### src/rtl/perf_counter_bank.sv
// rtl/perf_counter_bank.sv - memory-mapped bank of event counters with atomic low/high reads
module perf_counter_bank #(
  parameter int NUM_EVT = 4,
  parameter int CNT_W   = 48
) (
  input  logic               clk,
  input  logic               rst,
  input  logic [NUM_EVT-1:0] evt_inc,
  input  logic               rd_en,
  input  logic [4:0]         rd_addr,
  output logic [31:0]        rd_data,
  input  logic               wr_en,
  input  logic [4:0]         wr_addr,
  input  logic [31:0]        wr_data,
  output logic               overflow_irq
);

  localparam int HI_W = CNT_W - 32;

  logic               ctrl_enable;
  logic               ctrl_freeze;
  logic               ctrl_irq_en;
  logic [NUM_EVT-1:0] ovf;
  logic [NUM_EVT-1:0] mask;
  logic [CNT_W-1:0]   cnt [NUM_EVT];
  logic [HI_W-1:0]    shadow;

  logic               wr_ctrl;
  logic               clear_all;
  logic               wr_ovf;
  logic               wr_mask;
  logic [NUM_EVT-1:0] pl_lo;
  logic [NUM_EVT-1:0] pl_hi;
  logic [NUM_EVT-1:0] inc;
  logic [NUM_EVT-1:0] wrap;
  logic [31:0]        rd_mux;
  logic               shadow_cap;
  logic [HI_W-1:0]    shadow_nxt;

  // Write decode plus per-channel increment and wrap detection (uses current CTRL)
  always_comb begin
    wr_ctrl   = wr_en && (wr_addr == 5'h00);
    clear_all = wr_ctrl && wr_data[2];
    wr_ovf    = wr_en && (wr_addr == 5'h01);
    wr_mask   = wr_en && (wr_addr == 5'h02);
    pl_lo     = '0;
    pl_hi     = '0;
    inc       = '0;
    wrap      = '0;
    for (int i = 0; i < NUM_EVT; i++) begin
      pl_lo[i] = wr_en && (wr_addr == 5'(16 + 2 * i));
      pl_hi[i] = wr_en && (wr_addr == 5'(17 + 2 * i));
      inc[i]   = ctrl_enable && !ctrl_freeze && mask[i] && evt_inc[i];
      wrap[i]  = inc[i] && (cnt[i] == '1);
    end
  end

  // Read mux over pre-edge state; a low-word read also nominates the high bits for the shadow
  always_comb begin
    rd_mux     = '0;
    shadow_cap = 1'b0;
    shadow_nxt = shadow;
    if (rd_addr == 5'h00) begin
      rd_mux[3:0] = {ctrl_irq_en, 1'b0, ctrl_freeze, ctrl_enable};
    end else if (rd_addr == 5'h01) begin
      rd_mux[NUM_EVT-1:0] = ovf;
    end else if (rd_addr == 5'h02) begin
      rd_mux[NUM_EVT-1:0] = mask;
    end
    for (int i = 0; i < NUM_EVT; i++) begin
      if (rd_addr == 5'(16 + 2 * i)) begin
        rd_mux     = cnt[i][31:0];
        shadow_cap = 1'b1;
        shadow_nxt = cnt[i][CNT_W-1:32];
      end
      if (rd_addr == 5'(17 + 2 * i)) begin
        rd_mux[HI_W-1:0] = shadow;
      end
    end
  end

  // Control and mask registers; clear_all does not suppress the CTRL bit updates
  always_ff @(posedge clk) begin
    if (rst) begin
      ctrl_enable <= 1'b1;
      ctrl_freeze <= 1'b0;
      ctrl_irq_en <= 1'b0;
      mask        <= '1;
    end else begin
      if (wr_ctrl) begin
        ctrl_enable <= wr_data[0];
        ctrl_freeze <= wr_data[1];
        ctrl_irq_en <= wr_data[3];
      end
      if (wr_mask) begin
        mask <= wr_data[NUM_EVT-1:0];
      end
    end
  end

  // Sticky overflow flags: a wrap on the same edge as a W1C keeps the flag set
  always_ff @(posedge clk) begin
    if (rst || clear_all) begin
      ovf <= '0;
    end else begin
      ovf <= (ovf & ~(wr_data[NUM_EVT-1:0] & {NUM_EVT{wr_ovf}})) | wrap;
    end
  end

  // Counters: clear_all, then preload (drops that edge's increment), then increment
  always_ff @(posedge clk) begin
    for (int i = 0; i < NUM_EVT; i++) begin
      if (rst || clear_all) begin
        cnt[i] <= '0;
      end else if (pl_lo[i]) begin
        cnt[i][31:0] <= wr_data;
      end else if (pl_hi[i]) begin
        cnt[i][CNT_W-1:32] <= wr_data[HI_W-1:0];
      end else if (inc[i]) begin
        cnt[i] <= cnt[i] + CNT_W'(1);
      end
    end
  end

  // Shadow of the high bits captured at each low-word read
  always_ff @(posedge clk) begin
    if (rst || clear_all) begin
      shadow <= '0;
    end else if (rd_en && shadow_cap) begin
      shadow <= shadow_nxt;
    end
  end

  // Registered read data, held between reads
  always_ff @(posedge clk) begin
    if (rst) begin
      rd_data <= '0;
    end else if (rd_en) begin
      rd_data <= rd_mux;
    end
  end

  assign overflow_irq = ctrl_irq_en && |(ovf & mask);

endmodule

### config.mk
export PLATFORM = sky130hd
export DESIGN_NAME = perf_counter_bank
export DESIGN_NICKNAME = d
export VERILOG_FILES = /design/src/rtl/perf_counter_bank.sv
export SDC_FILE = /design/constraint.sdc
export NUM_CORES = 1
export LEC_CHECK = 0
export ABC_AREA = 0
export ABC_CLOCK_PERIOD_IN_PS = 4900
export CAP_MARGIN = 40
export CORE_MARGIN = 4
export CORE_UTILIZATION = 58
export DETAILED_ROUTE_END_ITERATION = 6
export GPL_TIMING_DRIVEN = 0
export PLACE_DENSITY = 0.76
export SETUP_SLACK_MARGIN = 0.5
export SYNTH_ARGS = -nofsm -noshare
export SYNTH_HDL_FRONTEND = slang
export SYNTH_SLANG_ARGS = --single-unit
### constraint.sdc
create_clock -name clk -period 4.9 [get_ports clk]
set_input_delay 0.735 -clock clk [delete_from_list [all_inputs] [get_ports clk]]
set_output_delay 0.735 -clock clk [all_outputs]
set_load 0.03 [all_outputs]
==> metrics.csv, run 1 <==
metric;value;unit
routedWlPerCell;25.0;µm
holdBufCountCts;0;
crit_required;5.18;ns
hp-class;flip-flop to flip-flop;
root_buffer;clkbuf_16;
ctsResizeCount;0;
grt_max_degree;26;
syn-num-nets;1802;
num_io_pins;83;
fin_cells;2222;
fin_crit;3.38;ns
nFillCells;2169;
clock_sinks;251;
finalWirelength;55500;µm
area_growth;14.4;%
io_buffers;67;
num-nets-final;1918;
numCtsBuffers;29;
antenna_found_initial;2;
yosysTopAreaCellShare;37.4;%
die_area;29200;µm²
dp_hpwl;41600;µm
die_h;171;µm
rsz0062_at_grt;no;
fp-row-count;59;
postPlaceCellArea;16700;µm²
path_class;input pin to flip-flop;
dp_cells;2168;
start_util;59.1;%
yosys.area_share.adder;0.325;%
syn_area_per_cell;8.81;µm²
layout-drive-gt1-share;6.41;%
critPathMaxFanout;10;
grt_pass1_wl;82200;µm
core;26100;µm²
fmax;296;MHz
synth_area_leaders;edfxtp_1 37%, o21ai_0 7.9%, dfxtp_1 7.7%, nand2_1 7.1%, xnor2_1 7.0%;
yosys.cell_types.count;60;
synth_warnings;0;
netlist_instances;1748;
diodes;0;
arrival;3.66;ns
first_global_vias;13833;
synth_xor_area_share;10.5;%
cp-end-kind;flip-flop;
globalRoute.totalOverflow;0;
synth_top_family_by_area;simple AND/OR/NAND/NOR gates;
setup_viol;0;
clk_latency;0.56;ns
h-tree-depth;1;
status;completed;
hold_viol;0;
gp_congestion;1.04;
die_w;171;µm
p_leak;0.00558;µW
peakVddDrop;0.339;mV
final_area;17600;µm²
vias;14770;
ys_seq_area_share;45.1;%
multi_input_area;7830;µm²
postCtsSetupBuffers;0;
synth_ff_type;edfxtp_1;
ys_ff_latch;251;
power.density;304;nW/µm²
yosysTopAreaCell;edfxtp_1;
synth_compound_area_share;16.6;%
maxCapViolCount;0;
finalCritPeriodShare;69.0;%
synth_simple_gate_area_share;22.0;%
max_slew_margin;36.2;%
regArea;6950;µm²
antenna_left;0;
worst_pin_slew;0.957;ns
syn_area;15400;µm²
grt_use_total;37.1;%
drv_slew;0;
fin_worst_skew;0.0166;ns
synthMuxAreaShare;1.24;%
setup.worst_path.start_class;input pin;
synth_edf_count;192;
drt_iter0_markers;2450;
drt-pass1-iter-count;6;
synthArstFlopShare;0;%
clockBufferDepth;3;
drc;0;
avgViaCountPerCell;6.65;
cts_tree;done;
clkTransAtPathRegs;0.06;ns
## power by group
part | internal (µW) | switching, µW
clock network | 1190 | 897
logic | 223 | 392
registers | 2460 | 197
## area by class of cell
class	count	share of cell area (%)
timing repair buffer	85	4.93
clock inverter	5	0.156
sequential	251	39.4
clock buffer	49	4.89
inverter	48	1.02
buffer	112	2.72
tap	335	2.38
multi-input combinational	1337	44.5
## state kept, by name, indices dropped and copies added (netlist names)
| name | cells |
|---|---|
| cnt | 192 |
| rd_data | 32 |
| ctrl_irq_en | 1 |
| shadow | 16 |
| ctrl_freeze | 1 |
| ctrl_enable | 1 |
| ovf | 4 |
| mask | 4 |
## critical path, stage by stage
cell and delay [ns]:
clkdlybuf4s50_1 0.42, nor2_1 0.33, nand2_1 0.17, nor2_1 0.38
a21oi_1 0.28, nand2_1 0.23, buf_2 0.34, clkbuf_1 0.52
o21ai_0 0.23
## path summary, 6_finish.rpt
path,cells past startpoint,slack [ns],endpoint,from
setup reg to reg,7,2.02,cnt[3][40]$_DFFE_PP_,cnt[3][0]$_DFFE_PP_
setup / recovery,9,1.52,cnt[0][30]$_DFFE_PP_,wr_addr[2]
hold reg to reg,2,0.50,rd_data[1]$_SDFFE_PP0P_,rd_data[1]$_SDFFE_PP0P_
hold / removal,2,0.50,rd_data[1]$_SDFFE_PP0P_,rd_data[1]$_SDFFE_PP0P_
## Yosys cell counts, types with 4 or more instances
master / n
xnor2_1: 123
and3_1: 17
nand4_2: 7
a21oi_1: 67
and2_1: 4
nand2_1: 292
edfxtp_1: 192
mux2i_1: 18
nor2_1: 122
a221oi_1: 4
o21ai_0: 243
clkbuf_2: 12
xor2_1: 61
o22ai_1: 10
clkbuf_1: 76
a211oi_1: 4
inv_1: 48
a21boi_0: 5
nor4_4: 6
o211ai_1: 6
or3_1: 6
dfxtp_1: 59
nand2b_1: 7
nor2b_1: 13
and4_1: 11
a311oi_1: 19
buf_1: 4
nand3_1: 64
nor4_1: 20
buf_2: 17
a22oi_1: 50
ha_1: 4
nor3_1: 49
o21ai_1: 15
nand4_1: 52
## layer usage
| metal | track usage (%) | share of wire [%] | vias up |
|---|---|---|---|
| met5 | 0 | 0 | - |
| met4 | 20.0 | 6.9 | 0 |
| met3 | 7.90 | 13 | 234 |
| met2 | 56.6 | 44 | 1059 |
| met1 | 49.9 | 37 | 6926 |
| li1 | - | - | 6551 |
## logic make-up after synthesis
logic type / after synthesis
buf+inv: 160
flops: 251
fa+ha+maj: 4
simple gates: 687
compound gates: 443
mux: 19
xor+xnor: 184
## metrics by stage
step / total power [µW] / hold WS [ns] / setup TNS [ns] / setup slack (ns) / util (%)
after floorplan: 2990 / 0.456 / 0 / 1.03 / -
after global placement: 3250 / 0.476 / -99.79 / -1.27 / 63.3
after detailed placement: 3290 / 0.483 / 0 / 1.04 / 64.2
after CTS: 5320 / 0.491 / 0 / 1.61 / 67.6
after global routing: 5490 / 0.504 / 0 / 1.42 / 67.6
final: 5360 / 0.496 / 0 / 1.52 / 67.6
## placed cells by master, fill, tap and decap left out, types with 5 or more instances in the layout
cell	instances
buf_2	19
o21ai_0	237
nor2b_1	13
a21boi_0	5
inv_1	48
clkdlybuf4s50_1	67
nor4_1	20
nand2b_1	7
a21oi_1	67
clkbuf_16	30
edfxtp_1	192
buf_6	5
or3_1	6
nor3_1	48
o22ai_1	10
nand4_2	7
nand3_1	64
nand2_1	292
mux2i_1	18
o211ai_1	6
and4_1	11
xnor2_1	123
clkbuf_1	91
o21ai_1	17
a311oi_1	19
clkbuf_2	12
dfxtp_1	59
nand4_1	52
and3_1	17
a22oi_1	50
nor4_4	6
buf_4	10
xor2_1	61
nor2_1	122
Power figures use the tool's default switching activity.
==> run 2: changes to the inputs <==
--- a/config.mk
+++ b/config.mk
@@ -6,13 +6,13 @@
 export NUM_CORES = 1
 export LEC_CHECK = 0
 export ABC_AREA = 0
-export ABC_CLOCK_PERIOD_IN_PS = 4900
+export ABC_CLOCK_PERIOD_IN_PS = 2900
 export CAP_MARGIN = 40
 export CORE_MARGIN = 4
-export CORE_UTILIZATION = 58
+export CORE_UTILIZATION = 55
 export DETAILED_ROUTE_END_ITERATION = 6
 export GPL_TIMING_DRIVEN = 0
-export PLACE_DENSITY = 0.76
+export PLACE_DENSITY = 0.75
 export SETUP_SLACK_MARGIN = 0.5
 export SYNTH_ARGS = -nofsm -noshare
 export SYNTH_HDL_FRONTEND = slang
==> constraint.sdc (replaced) <==
create_clock -name clk -period 2.9 [get_ports clk]
set_input_delay 0.435 -clock clk [delete_from_list [all_inputs] [get_ports clk]]
set_output_delay 0.435 -clock clk [all_outputs]
set_load 0.03 [all_outputs]
==> metrics.csv, run 2 (synthesis gave the netlist of run 1 again) <==
metric;value;unit
hold_viol;0;
drt-pass1-iter-count;6;
fmax;414;MHz
drv_slew;0;
clock_sinks;251;
io_buffers;67;
pre_cts_ws;-0.686;ns
root_buffer;clkbuf_16;
die_area;30700;µm²
top_regs;cnt x192, rd_data x32, shadow x16;
area_growth;20.8;%
num_io_pins;83;
critPathMostFrequentCell;a21oi_1;
arrival;2.83;ns
avgViaCountPerCell;6.56;
final_cell_mix;291 x nand2_1, 237 x o21ai_0, 192 x edfxtp_1;
critPathSlowestCell;clkdlybuf4s50_1;
die_w;175;µm
largest_reg_flops;192;
grt_max_degree;28;
clk_latency;0.56;ns
grt_use_total;36.0;%
antenna_found_initial;1;
fin_worst_skew;0.0136;ns
postPlaceCellArea;16800;µm²
fin_crit;2.42;ns
crit_cells;10;
maxCapViolCount;0;
drc;0;
dr_wl_met3;7360;µm
max_slew_margin;36.9;%
crit_required;3.32;ns
critPathMaxFanout;10;
core;27300;µm²
routedWlPerCell;24.9;µm
crit_chain;clkdlybuf4s50_1, clkbuf_2, nor2_4, and3_1, clkbuf_4, buf_6, mux2i_1, a21oi_1, a21oi_1, a21oi_1;
highest_layer;met4;
critPathMaxStageDelay;0.41;ns
numCtsBuffers;30;
fin_cells;2321;
fp-row-count;60;
dp_cells;2206;
clockBufferDepth;3;
peakVddDrop;0.467;mV
die_h;175;µm
holdBufCountCts;0;
rr_worst_depth;6;
tns;0;ns
power.density;501;nW/µm²
top_register;cnt;
clkTransAtPathRegs;0.06;ns
globalRoute.totalOverflow;0;
dp_hpwl;42000;µm
cts_tree;done;
rsz0062_at_grt;yes;
layout-drive-gt1-share;13.4;%
start_util;56.5;%
setup_viol;0;
grt_pass1_wl;85300;µm
cp-end-kind;flip-flop;
setup_ws;0.485;ns
utilization;68.2;%
finalCritPeriodShare;83.3;%
nFillCells;2202;
route.met2.wl;25500;µm
final_area;18600;µm²
gp_congestion;1.00;
hp-class;input pin to flip-flop;
antenna_left;0;
status;completed;
drt-met1-wl;21900;µm
critPathBufInv;4;
worst_pin_slew;0.947;ns
finalWirelength;57800;µm
critPathTopFamily;buffers and inverters;
p_leak;0.00612;µW
num-nets-final;1978;
first_global_vias;14152;
drt_iter0_markers;2401;
final_common_cell;nand2_1;
h-tree-depth;1;
path_class;input pin to flip-flop;
vias;15226;
hold_path_depth;3;
setup.worst_path.start_class;input pin;
==> run 2: changes by cell type in the layout (fill, tap and decap cells not counted), moves of 6 or more <==
| cell | before | now |
|---|---|---|
| nor3_2 | 2 | 11 |
| nor4_1 | 20 | 8 |
| clkbuf_4 | 0 | 10 |
| buf_4 | 10 | 66 |
| nor4_2 | 2 | 10 |
| nor2_1 | 122 | 112 |
| clkbuf_2 | 12 | 33 |
| nor2_2 | 0 | 6 |
| clkbuf_1 | 91 | 61 |
| buf_2 | 19 | 12 |
| nor3_1 | 48 | 37 |
==> run 2: stage by stage <==
step	total power [µW]	hold slack, ns
finish	9310	0.422
floorplan	5040	0.456
CTS	9180	0.391
global route	9580	0.426
detailed placement	5560	0.481
global placement	5500	0.483
==> run 2: worst min-delay path, cell delays in order <==
cell,delay (ns)
clkbuf_2,0.28
nand2_1,0.08
o21ai_0,0.07
==> run 2: what timing repair did <==
action,in CTS,in global routing
setup endpoints to repair,230,240
gates cloned,1,0
resized for setup,42,79
buffers inserted,16,41
pin swaps,6,12
==> run 2: area by class of cell <==
type | count | area, µm² | share of cell area [%]
inverter | 48 | 180 | 0.969
multi-input combinational | 1338 | 8170 | 44.0
timing repair buffer | 143 | 1320 | 7.10
clock inverter | 8 | 37.5 | 0.202
clock buffer | 48 | 921 | 4.95
tap | 372 | 465 | 2.50
buffer | 112 | 549 | 2.95
antenna | 1 | 2.50 | 0.0135
sequential | 251 | 6950 | 37.4
==> run 2: metal layers <==
layer / global-route usage, % / vias to the layer above
li1: - / 6674
met5: 0 / -
met1: 48.5 / 7237
met2: 55.5 / 1125
met4: 14.7 / 0
met3: 9.49 / 190
==> run 2: final timing paths <==
check / start / endpoint / slack [ns]
max: rd_addr[3] / shadow[5]$_SDFFE_PP0P_ / 0.48
max reg2reg: cnt[2][2]$_SDFFCE_PN0P_ / cnt[2][46]$_SDFFCE_PN0P_ / 0.52
min: wr_data[15] / cnt[0][15]$_DFFE_PP_ / 0.42
min reg2reg: rd_data[22]$_SDFFE_PP0P_ / rd_data[22]$_SDFFE_PP0P_ / 0.48
==> run 2: power breakdown <==
part           internal [µW]  switching (µW)  leakage (µW)
clock network           2160            1530      0.000476
registers               4160             336       0.00260
logic                    434             700       0.00304
